File: config.mk
export PLATFORM = sky130hd
export DESIGN_NAME = inv_shift128_rx
export DESIGN_NICKNAME = d
export VERILOG_FILES = /design/src/rtl/inv_shift128_rx.sv
export SDC_FILE = /design/constraint.sdc
export NUM_CORES = 1
export LEC_CHECK = 0
export BUFFER_PORTS_ARGS = -buffer_cell sky130_fd_sc_hd__clkbuf_2
export CAP_MARGIN = 20
export CORE_MARGIN = 2
export CORE_UTILIZATION = 45
export CTS_BUF_LIST = sky130_fd_sc_hd__clkbuf_4
export DETAILED_ROUTE_END_ITERATION = 10
export GPL_ROUTABILITY_DRIVEN = 0
export GPL_TIMING_DRIVEN = 0
export HOLD_SLACK_MARGIN = 0.08
export PLACE_DENSITY = 0.64
export SLEW_MARGIN = 20
export SYNTH_ARGS = -nofsm -noshare
export SYNTH_HDL_FRONTEND = slang
export SYNTH_SLANG_ARGS = --single-unit
File: constraint.sdc
create_clock -name clk -period 3.5 [get_ports clk]
set_input_delay 0.7 -clock clk [delete_from_list [all_inputs] [get_ports clk]]
set_output_delay 0.7 -clock clk [all_outputs]
set_load 0.03 [all_outputs]
File: src/rtl/inv_shift128_rx.sv
// inv_shift128_rx: packs a framed 16-byte receive stream into a 128-bit AES
// state, applies InvShiftRows and holds the result behind a valid/ready
// output register. Framing errors (early or missing end marker) drop the
// block and raise a one-cycle err pulse.
module inv_shift128_rx (
    input  logic         clk,
    input  logic         rst,
    input  logic [7:0]   in_data,
    input  logic         in_valid,
    input  logic         in_last,
    output logic         in_ready,
    output logic [127:0] out_data,
    output logic         out_valid,
    input  logic         out_ready,
    output logic         err
);

    logic [119:0] asm_q, asm_d;
    logic [3:0]   cnt_q, cnt_d;
    logic [127:0] out_data_q, out_data_d;
    logic         out_valid_q, out_valid_d;
    logic         err_q, err_d;

    logic         accept;
    logic         at_last_slot;
    logic         drain;

    // Byte k of the state sits at [127-8k -: 8]; out(r,c) = in(r, (c-r) mod 4).
    function automatic logic [127:0] inv_shift_rows(input logic [127:0] s);
        logic [127:0] o;
        o = '0;
        for (int unsigned r = 0; r < 4; r++) begin
            for (int unsigned c = 0; c < 4; c++) begin
                o[127 - 8*(r + 4*c) -: 8] = s[127 - 8*(r + 4*((c + 4 - r) % 4)) -: 8];
            end
        end
        return o;
    endfunction

    assign at_last_slot = (cnt_q == 4'd15);
    // Only the 16th byte can stall: it needs the output register to be free.
    assign in_ready     = !at_last_slot || !out_valid_q || out_ready;
    assign accept       = in_valid && in_ready;
    assign drain        = out_valid_q && out_ready;

    // Next-state: byte assembly, framing checks and output register update.
    always_comb begin
        asm_d       = asm_q;
        cnt_d       = cnt_q;
        out_data_d  = out_data_q;
        out_valid_d = drain ? 1'b0 : out_valid_q;
        err_d       = 1'b0;

        if (accept) begin
            if (!at_last_slot) begin
                for (int unsigned k = 0; k < 15; k++) begin
                    if (cnt_q == 4'(k)) begin
                        asm_d[119 - 8*k -: 8] = in_data;
                    end
                end
                if (in_last) begin
                    cnt_d = '0;
                    err_d = 1'b1;
                end else begin
                    cnt_d = cnt_q + 4'd1;
                end
            end else begin
                cnt_d = '0;
                if (in_last) begin
                    // A load on the same edge as a drain keeps out_valid high.
                    out_data_d  = inv_shift_rows({asm_q, in_data});
                    out_valid_d = 1'b1;
                end else begin
                    err_d = 1'b1;
                end
            end
        end
    end

    // State registers with synchronous reset.
    always_ff @(posedge clk) begin
        if (rst) begin
            asm_q       <= '0;
            cnt_q       <= '0;
            out_data_q  <= '0;
            out_valid_q <= 1'b0;
            err_q       <= 1'b0;
        end else begin
            asm_q       <= asm_d;
            cnt_q       <= cnt_d;
            out_data_q  <= out_data_d;
            out_valid_q <= out_valid_d;
            err_q       <= err_d;
        end
    end

    assign out_data  = out_data_q;
    assign out_valid = out_valid_q;
    assign err       = err_q;

endmodule
; Yosys cells after proc, flatten, opt, wreduce, memory -nomap -nowiden
; Cells that the tools add are included.
[op_classes]
n_eq_ne = 15
n_reduce_logical = 24
muxes = 9
n_bitwise = 2
add_sub_neg = 1
[ops]
columns = operator, count
row1 = $reduce_and 3->1, 16
row2 = $eq 4x4->1 const B, 8
row3 = $eq 4x3->1 const B, 4
row4 = $eq 4x2->1 const B, 2
row5 = $mux 4, 2
row6 = $mux 1, 7
row7 = $add 4x1->4 const B, 1
row8 = $eq 4x1->1 const B, 1
row9 = $logic_not 4->1, 1
row10 = $logic_and 1x1->1, 2
row11 = $logic_not 1->1, 2
row12 = $logic_or 1x1->1, 2
row13 = $not 1->1, 2
row14 = $reduce_or 2->1, 1
[word_totals]
reg_bits = 254
out_inout_bits = 131

; Depth between registers and ports, before layout
; Gate-level depths: netlist of run 1.
[logic_depth]
word_depth = 7
mapped_depth = 7
mapped_depth_nobuf = 5

; Least setup slack after synthesis of run 1
; Ideal clock, no wire load.
[synth_timing]
path_type = in2out
start = input port out_ready
end = output port in_ready
path_buffers = 2
arrival_time_ps = 1445
cell_stages = 4
setup_slack_ps = 1355
path_cell_list = nor2b_1 > buf_2 > clkbuf_1 > nand2_1
[synth_via]
elab_chain_cells = 1
[synth_rtl]
columns = element, line_no
row1 = from (decl), 14  ; input logic out_ready,
row2 = $logic_or 1x1->1, 42  ; assign in_ready = !at_last_slot || !out_valid_q || out_ready;
row3 = to (decl), 11  ; output logic in_ready,
; Every way passes these cells.

; Worst setup path in the final report of run 1
[layout_timing]
start = register cnt_q[2]
end = output port in_ready
[layout_via]
elab_chain_cells = 4
[layout_rtl]
columns = element, line_no
row1 = from (decl), 19  ; logic [3:0] cnt_q, cnt_d;
row2 = from (signal assigned), 90  ; cnt_q <= cnt_d;
row3 = $eq 4x4->1, 40  ; assign at_last_slot = (cnt_q == 4'd15);
row4 = $logic_not 1->1, n/a
row5 = $logic_or 1x1->1 (2 in series), 42
; Every way passes these cells.

==> results of run 1 <==
## cell type report
class / instances / area, um^2 / share of cell area (%)
inverter: 8 / 30.0 / 0.244
clock buffer: 111 / 833 / 6.78
tap: 285 / 357 / 2.90
multi-input combinational: 764 / 4460 / 36.3
buffer: 158 / 808 / 6.57
clock inverter: 13 / 50.0 / 0.407
antenna: 2 / 5.00 / 0.0407
sequential: 254 / 5080 / 41.4
timing repair buffer: 133 / 666 / 5.41
## flip-flops by register name (all words and copies together) (netlist names)
signal / count
err: 1
asm_q: 120
cnt_q: 4
out_data: 128
out_valid: 1
## per-layer routing
layer / GRT usage (%) / vias to the layer above
li1: - / 4800
met1: 35.0 / 4579
met2: 41.2 / 316
met3: 4.89 / 64
met4: 10.2 / 0
met5: 0 / -
## worst register-to-register path, stage by stage, from the launching register on
cell and delay, ns:
dfxtp_1 0.34, inv_1 0.12, ha_1 0.27, clkbuf_1 0.43, nand4b_1 0.47, nand2_1 0.18, a21oi_1 0.08
## metrics by stage
stage               total power, mW  instances  worst slack, ns  area [um^2]  hold WS, ns
global route                   6.05       1728            0.432        12300        0.415
global placement               3.21       1602            0.866        11400        0.449
detailed placement             3.21       1602            0.842        11400        0.447
finish                         5.82       1728            0.598        12300        0.414
floorplan                      3.12       1184             1.35        10400        0.437
CTS                            5.86       1726            0.528        12300        0.370
## cells by family (layout without fill, tap and decap cells)
kind of cell,Yosys count,in the layout
buffers and inverters,166,423
XOR/XNOR,1,1
adder cells (fa/ha/maj),4,4
AND/OR/NAND/NOR,352,352
multiplexers,33,33
AO/OA/AOI/OAI,374,374
flip-flops,254,254
other,0,2
## path summary, 6_finish.rpt
path,cells past startpoint,start,endpoint,slack (ns)
max,5,cnt_q[2],in_ready,0.60
max reg2reg,6,cnt_q[0],asm_q[55],1.49
min reg2reg,2,asm_q[51],asm_q[51],0.46
min,4,rst,cnt_q[2],0.41
## synthesized netlist by cell type (all sizes together), types with 2 or more instances
master    n
a21oi   217
a31oi     2
and4b     9
and4bb    5
buf      91
clkbuf   67
dfxtp   254
ha        4
inv       8
mux2i    33
nand2   131
nand2b    2
nand3    26
nand4   128
nand4b    9
nor2     36
o21ai    25
o31ai   128
## where the power goes
| part | switching (mW) | internal (mW) | total (mW) |
|---|---|---|---|
| registers | 0.00718 | 2.90 | 2.91 |
| logic | 0.192 | 0.0472 | 0.239 |
| clock network | 1.24 | 1.43 | 2.67 |
==> metrics.cfg, run 1 <==
[grt]
grt_usage_pct=25.9
grt.overflow.total=0
grt_max_degree=11
grt_pass1_vias=9291
grt_pass1_wl_um=49400
antenna_found_initial=1

[power]
p_per_area_nw_per_um2=473
ir_drop_uv=240
p_leak_nw=4.46

[yosys]
synthSimpleGateAreaFrac_pct=18.0
synth_top_area_share_pct=49.0
synth_cell_types=32
synth_top_family_by_area=compound AO/OA/AOI/OAI gates
synth_nets=1201
async_flop_share_pct=0
yosys_warnings=0
synth_fa_ha_area_share_pct=0.482
synth-seq-cells=254
yosys-top-cells-area=dfxtp_1 (49%), a21oi_1 (10%), o31ai_1 (9.3%), nand4_1 (7.7%), nand2_1 (4.7%)
syn_avg_cell_area_um2=8.77
syn_inst=1184
synthFlopType=dfxtp_1
synth-compound-area-share_pct=21.2
synth_xor_area_share_pct=0.0843
synth_top_cell_by_area=dfxtp_1
synth_mux_area_share_pct=3.18
synth_edf_count=0
ys_seq_area_share_pct=49.0
syn_area_um2=10400

[final_layout]
nFillCells=2221
final_cell_mix=dfxtp_1 (254), a21oi_1 (217), clkbuf_2 (134), nand2_1 (131)
final_util_pct=54.3
area_growth_pct=18.4
layout-drive-gt1-share_pct=23.7
layout_commonest_cell=dfxtp_1
nets=1407

[sta]
setup_viol=0
drv_slew=0
max_freq_mhz=345
finalCritPeriodShare_pct=82.9
slew_headroom_pct=36.3
final.setup.tns_ns=0
min_period_ns=2.90
clock_skew_ns=0.0390
hold_violations=0
rsz0062_at_grt=no
tightest_slew_ns=0.956

[placed_design]
portBuffers=133
dp_hpwl_um=21100

[clock_network]
cts_tree=built
cts_hold_buf=0
cts_setup_buffers=0
root_buffer=clkbuf_4
clk_path_buf_depth=3
clk_pin_slew_worst_paths_ns=0.07
cts_max_level=3
clkLatencyLatePin_ns=0.67
numCtsBuffers=71
cts-resized-gates=0
cts_sinks=254

[routing]
wl_per_cell_um=18.5
met3_length_um=1900
wirelength_um=31900
wl_met1_um=14600
top_layer=met4
via_per_inst=5.65
drc=0
num_vias=9759
drt_iter0_drc=677
drtAntennaViolNets=0
dr.pass1.iters=5
wl_met2_um=14500

[setup_path]
setup.worst_path.end_class=output port
crit_arrival_ns=2.20
cpLargestDelayFamily=buffers and inverters
crit_path_top_delay_cell=dfxtp_1
path_max_fanout=10
critPathRequiredTime_ns=2.80
crit_path_max_incr_delay_ns=0.49
cp_cell_sequence=and3_1 > buf_4 > buf_6 > nand2_1 > clkbuf_2
start_kind=register
crit_buf_inv=3
critPathKind=reg2out

[die]
rows=55
start_util_pct=45.9
die_x_um=156
ioPinCount=144
die_y_um=156
core_um2=22600
dieArea_um2=24300

[outcome]
status=finished clean

[run]
cap_violations=0

[hold_path]
hold_class=in2reg

(Power assumes the default switching activity.)
==> inputs of run 2 (changes only) <==
--- a/config.mk
+++ b/config.mk
@@ -5,6 +5,7 @@
 export SDC_FILE = /design/constraint.sdc
 export NUM_CORES = 1
 export LEC_CHECK = 0
+export ABC_AREA = 1
 export BUFFER_PORTS_ARGS = -buffer_cell sky130_fd_sc_hd__clkbuf_2
 export CAP_MARGIN = 20
 export CORE_MARGIN = 2
==> constraint.sdc (replaced) <==
create_clock -name clk -period 3 [get_ports clk]
set_input_delay 0.6 -clock clk [delete_from_list [all_inputs] [get_ports clk]]
set_output_delay 0.6 -clock clk [all_outputs]
set_load 0.03 [all_outputs]
==> metrics.cfg, run 2 <==
[setup_path]
timing.rr.start=cnt_q[0]
crit_arrival_ns=1.97
setup.worst_path.end_class=output port
path_max_fanout=6
crit_path_max_incr_delay_ns=0.43
crit_path_top_delay_cell=dfxtp_1
setup.worst_path.start=cnt_q[1]
start_kind=register
critPathRequiredTime_ns=2.40
critPathKind=reg2out
cp_cell_sequence=ha_1 > inv_1 > nor2_1 > nand2_1 > clkbuf_2

[yosys]
ys_seq_area_share_pct=51.7
yosys-top-cells-area=dfxtp_1 (52%), nor2_1 (15%), nand2_1 (11%), inv_1 (5.8%), o21ai_0 (5.7%)
syn_area_um2=9840
synth_cell_types=19
synth_edf_count=0
yosys_warnings=0
synth_nets=1427
syn_inst=1410
synthFlopType=dfxtp_1
synth_top_area_share_pct=51.7
synth.most_common_cell=nor2_1
synth-seq-cells=254
syn_avg_cell_area_um2=6.98
synth_top_cell_by_area=dfxtp_1
async_flop_share_pct=0
synthTopCellsByCount=nor2_1 (385), nand2_1 (280), dfxtp_1 (254), inv_1 (153), o21ai_0 (113)

[final_layout]
final_cell_mix=nor2_1 (385), nand2_1 (280), dfxtp_1 (254), inv_1 (153), clkbuf_2 (142)
area_growth_pct=19.1
largest_reg_flops=128
nets=1640
layout-drive-gt1-share_pct=16.9
layout_commonest_cell=nor2_1

[routing]
drt_iter0_drc=699
via_per_inst=4.80
num_vias=9348
wl_per_cell_um=14.3
drtAntennaViolNets=0
wirelength_um=27900
dr.pass1.iters=5
drc=0

[sta]
finalCritPeriodShare_pct=85.8
worst_slack_ns=0.426
min_period_ns=2.57
setup_viol=0
final.setup.tns_ns=0
max_freq_mhz=388
slew_headroom_pct=47.7
rsz0062_at_grt=no
clock_skew_ns=0.0286
hold_violations=0
tightest_slew_ns=0.785
drv_slew=0

[die]
core_um2=21600
rows=54
start_util_pct=45.5
die_x_um=152
ioPinCount=144
dieArea_um2=23100
die_y_um=152

[grt]
grt.overflow.total=0
grt_pass1_vias=8546
grt_max_degree=11
antenna_found_initial=1
grt_pass1_wl_um=43800
grt_usage_pct=23.4

[placed_design]
portBuffers=142
post-place-ws_ns=0.682
dp_hpwl_um=19200

[clock_network]
cts_setup_buffers=0
clk_pin_slew_worst_paths_ns=0.06
clkLatencyLatePin_ns=0.67
root_buffer=clkbuf_4
clk_path_buf_depth=3
cts-resized-gates=0
cts_sinks=254
cts_tree=built
numCtsBuffers=69
cts_hold_buf=0
cts_max_level=3

[power]
p_per_area_nw_per_um2=560
ir_drop_uv=285
p_leak_nw=6.24

[outcome]
status=finished clean

[hold_path]
min_from=rst
hold_class=in2reg

[run]
cap_violations=0

run 2: cell count changes after synthesis, moves of 124 or more:
cell,previous run,this run
a21oi_1,217,27
nand2_1,131,280
inv_1,8,153
nand4_1,128,4
nor2_1,36,385
o31ai_1,128,0
run 2: cells by family (layout without fill, tap and decap cells):
logic type | count (synthesis) | after routing | share of synthesized area (%)
adders and majority gates | 4 | 4 | 0.509
other | 0 | 2 | 0
buffers and inverters | 233 | 489 | 9.27
xor gates and xnor gates | 1 | 1 | 0.0891
and+or+nand+nor | 778 | 778 | 31.3
AOI/OAI and AO/OA | 140 | 140 | 7.12
DFF | 254 | 254 | 51.7
run 2: area by class of cell:
cell class / count / area [um^2]
Inverter: 154 / 578
Tap cell: 280 / 350
Sequential cell: 254 / 5080
Buffer: 79 / 334
Clock buffer: 103 / 773
Timing Repair Buffer: 142 / 711
Multi-Input combinational cell: 923 / 3840
Fill cell: 2230 / 9900
Clock inverter: 11 / 42.5
Antenna cell: 2 / 5.00
run 2: metrics by stage:
stage | power, mW | util [%] | area [um^2] | hold WS [ns] | instances
2_1_floorplan | 3.60 | - | 9840 | 0.424 | 1410
3_3_place_gp | 3.69 | 50.4 | 10900 | 0.436 | 1832
3_5_place_dp | 3.69 | 50.4 | 10900 | 0.436 | 1832
4_1_cts | 6.61 | 54.2 | 11700 | 0.151 | 1946
5_1_grt | 6.83 | 54.2 | 11700 | 0.167 | 1948
6_report | 6.56 | 54.2 | 11700 | 0.161 | 1948
run 2: worst paths after layout:
kind / endpoint / slack (ns) / cells past startpoint
min: out_valid / 0.16 / 2
min reg2reg: asm_q[92] / 0.45 / 2
max: in_ready / 0.43 / 5
max reg2reg: out_data[101] / 0.74 / 9
run 2: worst max-delay path, delay by kind of cell (launching register included):
family        cells  cell delay [ns]
buf+inv           2             0.29
flops             1             0.43
fa+ha+maj         1             0.28
simple gates      2             0.31
run 2: power by group:
part	internal [mW]	total (mW)	switching, mW
Sequential	3.39	3.40	0.0124
Combinational	0.0420	0.218	0.176
Clock	1.55	2.94	1.39
run 2: metal layers:
metal / routed length, um / share of wire (%) / up-vias / GRT usage (%)
li1: - / - / 4772 / -
met1: 12800 / 46 / 4220 / 32.0
met2: 12700 / 46 / 311 / 37.3
met3: 1840 / 6.6 / 45 / 4.99
met4: 543 / 1.9 / 0 / 7.25
met5: 0 / 0 / - / 0
==> inputs of run 3 (changes only) <==
--- a/config.mk
+++ b/config.mk
@@ -15,7 +15,7 @@
 export GPL_ROUTABILITY_DRIVEN = 0
 export GPL_TIMING_DRIVEN = 0
 export HOLD_SLACK_MARGIN = 0.08
-export PLACE_DENSITY = 0.64
+export PLACE_DENSITY = 0.67
 export SLEW_MARGIN = 20
 export SYNTH_ARGS = -nofsm -noshare
 export SYNTH_HDL_FRONTEND = slang
==> metrics.cfg, run 3 (same netlist as run 2, synthesis figures left out) <==
[routing]
via_per_inst=4.82
drc=0
num_vias=9322
dr.pass1.iters=6
drt_iter0_drc=530
wirelength_um=27700
drtAntennaViolNets=0
wl_per_cell_um=14.3

[power]
pwr-share-clk_pct=44.0
switching_share_pct=23.8
p_int_mw=4.92
netSwitchingPower_mw=1.54
seqPwrFrac_pct=52.7
p_per_area_nw_per_um2=554
ir_drop_uv=225
finalPower_mw=6.46
combPwrFrac_pct=3.4
p_leak_nw=6.21

[outcome]
status=finished clean

[clock_network]
clk_path_buf_depth=3
cts_hold_buf=0
clkLatencyLatePin_ns=0.68
cts_setup_buffers=0
cts_max_level=3
numCtsBuffers=66
cts_tree=built
clk_pin_slew_worst_paths_ns=0.06
cts-resized-gates=0
cts_sinks=254
root_buffer=clkbuf_4

[die]
ioPinCount=144
dieArea_um2=23100
rows=54
core_um2=21600
die_y_um=152
die_x_um=152
start_util_pct=45.5

[sta]
final.setup.tns_ns=0
hold_violations=0
min_period_ns=2.53
drv_slew=0
finalCritPeriodShare_pct=84.2
rsz0062_at_grt=no
setup_viol=0
slew_headroom_pct=43.3
tightest_slew_ns=0.850
worst_slack_ns=0.473
max_freq_mhz=396
clock_skew_ns=0.0440

[setup_path]
critPathKind=reg2out
critPathRequiredTime_ns=2.40
start_kind=register
crit_arrival_ns=1.93
path_max_fanout=6
setup.worst_path.end_class=output port
reg2reg_depth=9

[run]
cap_violations=0

[final_layout]
final_cell_mix=nor2_1 (385), nand2_1 (280), dfxtp_1 (254), inv_1 (153), clkbuf_2 (142)
area_growth_pct=18.5
nets=1637
finalNonFillerCells=1935
layout-drive-gt1-share_pct=16.8
layout_commonest_cell=nor2_1
nFillCells=2204
largest_reg_flops=128
final_cell_area_um2=11700

[grt]
grt_usage_pct=23.3
grt_max_degree=11
grt_pass1_wl_um=43800
antenna_found_initial=1
grt_pass1_vias=8780
grt.overflow.total=0

[hold_path]
hold_class=in2reg
holdPathStages=2

[placed_design]
dpl.cell_count=1832
portBuffers=142
dp_hpwl_um=19000
dpl_cell_area_um2=10900
post-place-ws_ns=0.651

run 3: cell count changes in the layout (fill, tap and decap cells not counted):
cell	previous run	this run
clkinv_2	1	0
diode_2	2	1
clkbuf_4	103	100
clkinv_1	11	3
run 3: power groups by stage:
stage | clock network, mW | logic (mW) | registers (mW)
after global routing | 3.08 | 0.231 | 3.40
after detailed placement | 0 | 0.210 | 3.48
after global placement | 0 | 0.210 | 3.48
after floorplan | 0 | 0.120 | 3.48
final | 2.84 | 0.217 | 3.40
after CTS | 2.90 | 0.212 | 3.40
run 3: stage by stage:
step | hold slack, ns | util, %
after floorplan | 0.424 | -
after global placement | 0.433 | 50.4
after detailed placement | 0.436 | 50.4
after CTS | 0.126 | 53.9
after global routing | 0.150 | 53.9
final | 0.168 | 53.9
run 3: layout make-up:
class                           instances  area (um^2)  area share (%)
Antenna cell                            1         2.50          0.0215
Buffer                                 79          334            2.87
Clock buffer                          100          751            6.44
Clock inverter                          2         7.51          0.0644
Inverter                              154          578            4.96
Multi-Input combinational cell        923         3840            32.9
Sequential cell                       254         5080            43.6
Tap cell                              280          350            3.00
Timing Repair Buffer                  142          711            6.10
run 3: final timing paths:
check | start | end | slack, ns
max reg2reg | cnt_q[0] | out_data[97] | 0.76
min | rst | out_valid | 0.17
max | cnt_q[1] | in_ready | 0.47
min reg2reg | asm_q[90] | asm_q[90] | 0.45
run 3: metal layers:
layer	wire, um	vias to the layer above	part of all wire, %	GRT usage (%)
met3	2230	40	8.0	5.33
met1	12300	4177	44	30.5
met2	12700	348	46	38.0
met4	517	0	1.9	8.19
li1	-	4757	-	-
met5	0	-	0	0
run 3: critical path, cell delays in order (launching register included):
cell and delay [ns]:
dfxtp_1 0.43, ha_1 0.27, inv_1 0.06, nor2_1 0.15
nand2_1 0.14, clkbuf_2 0.23
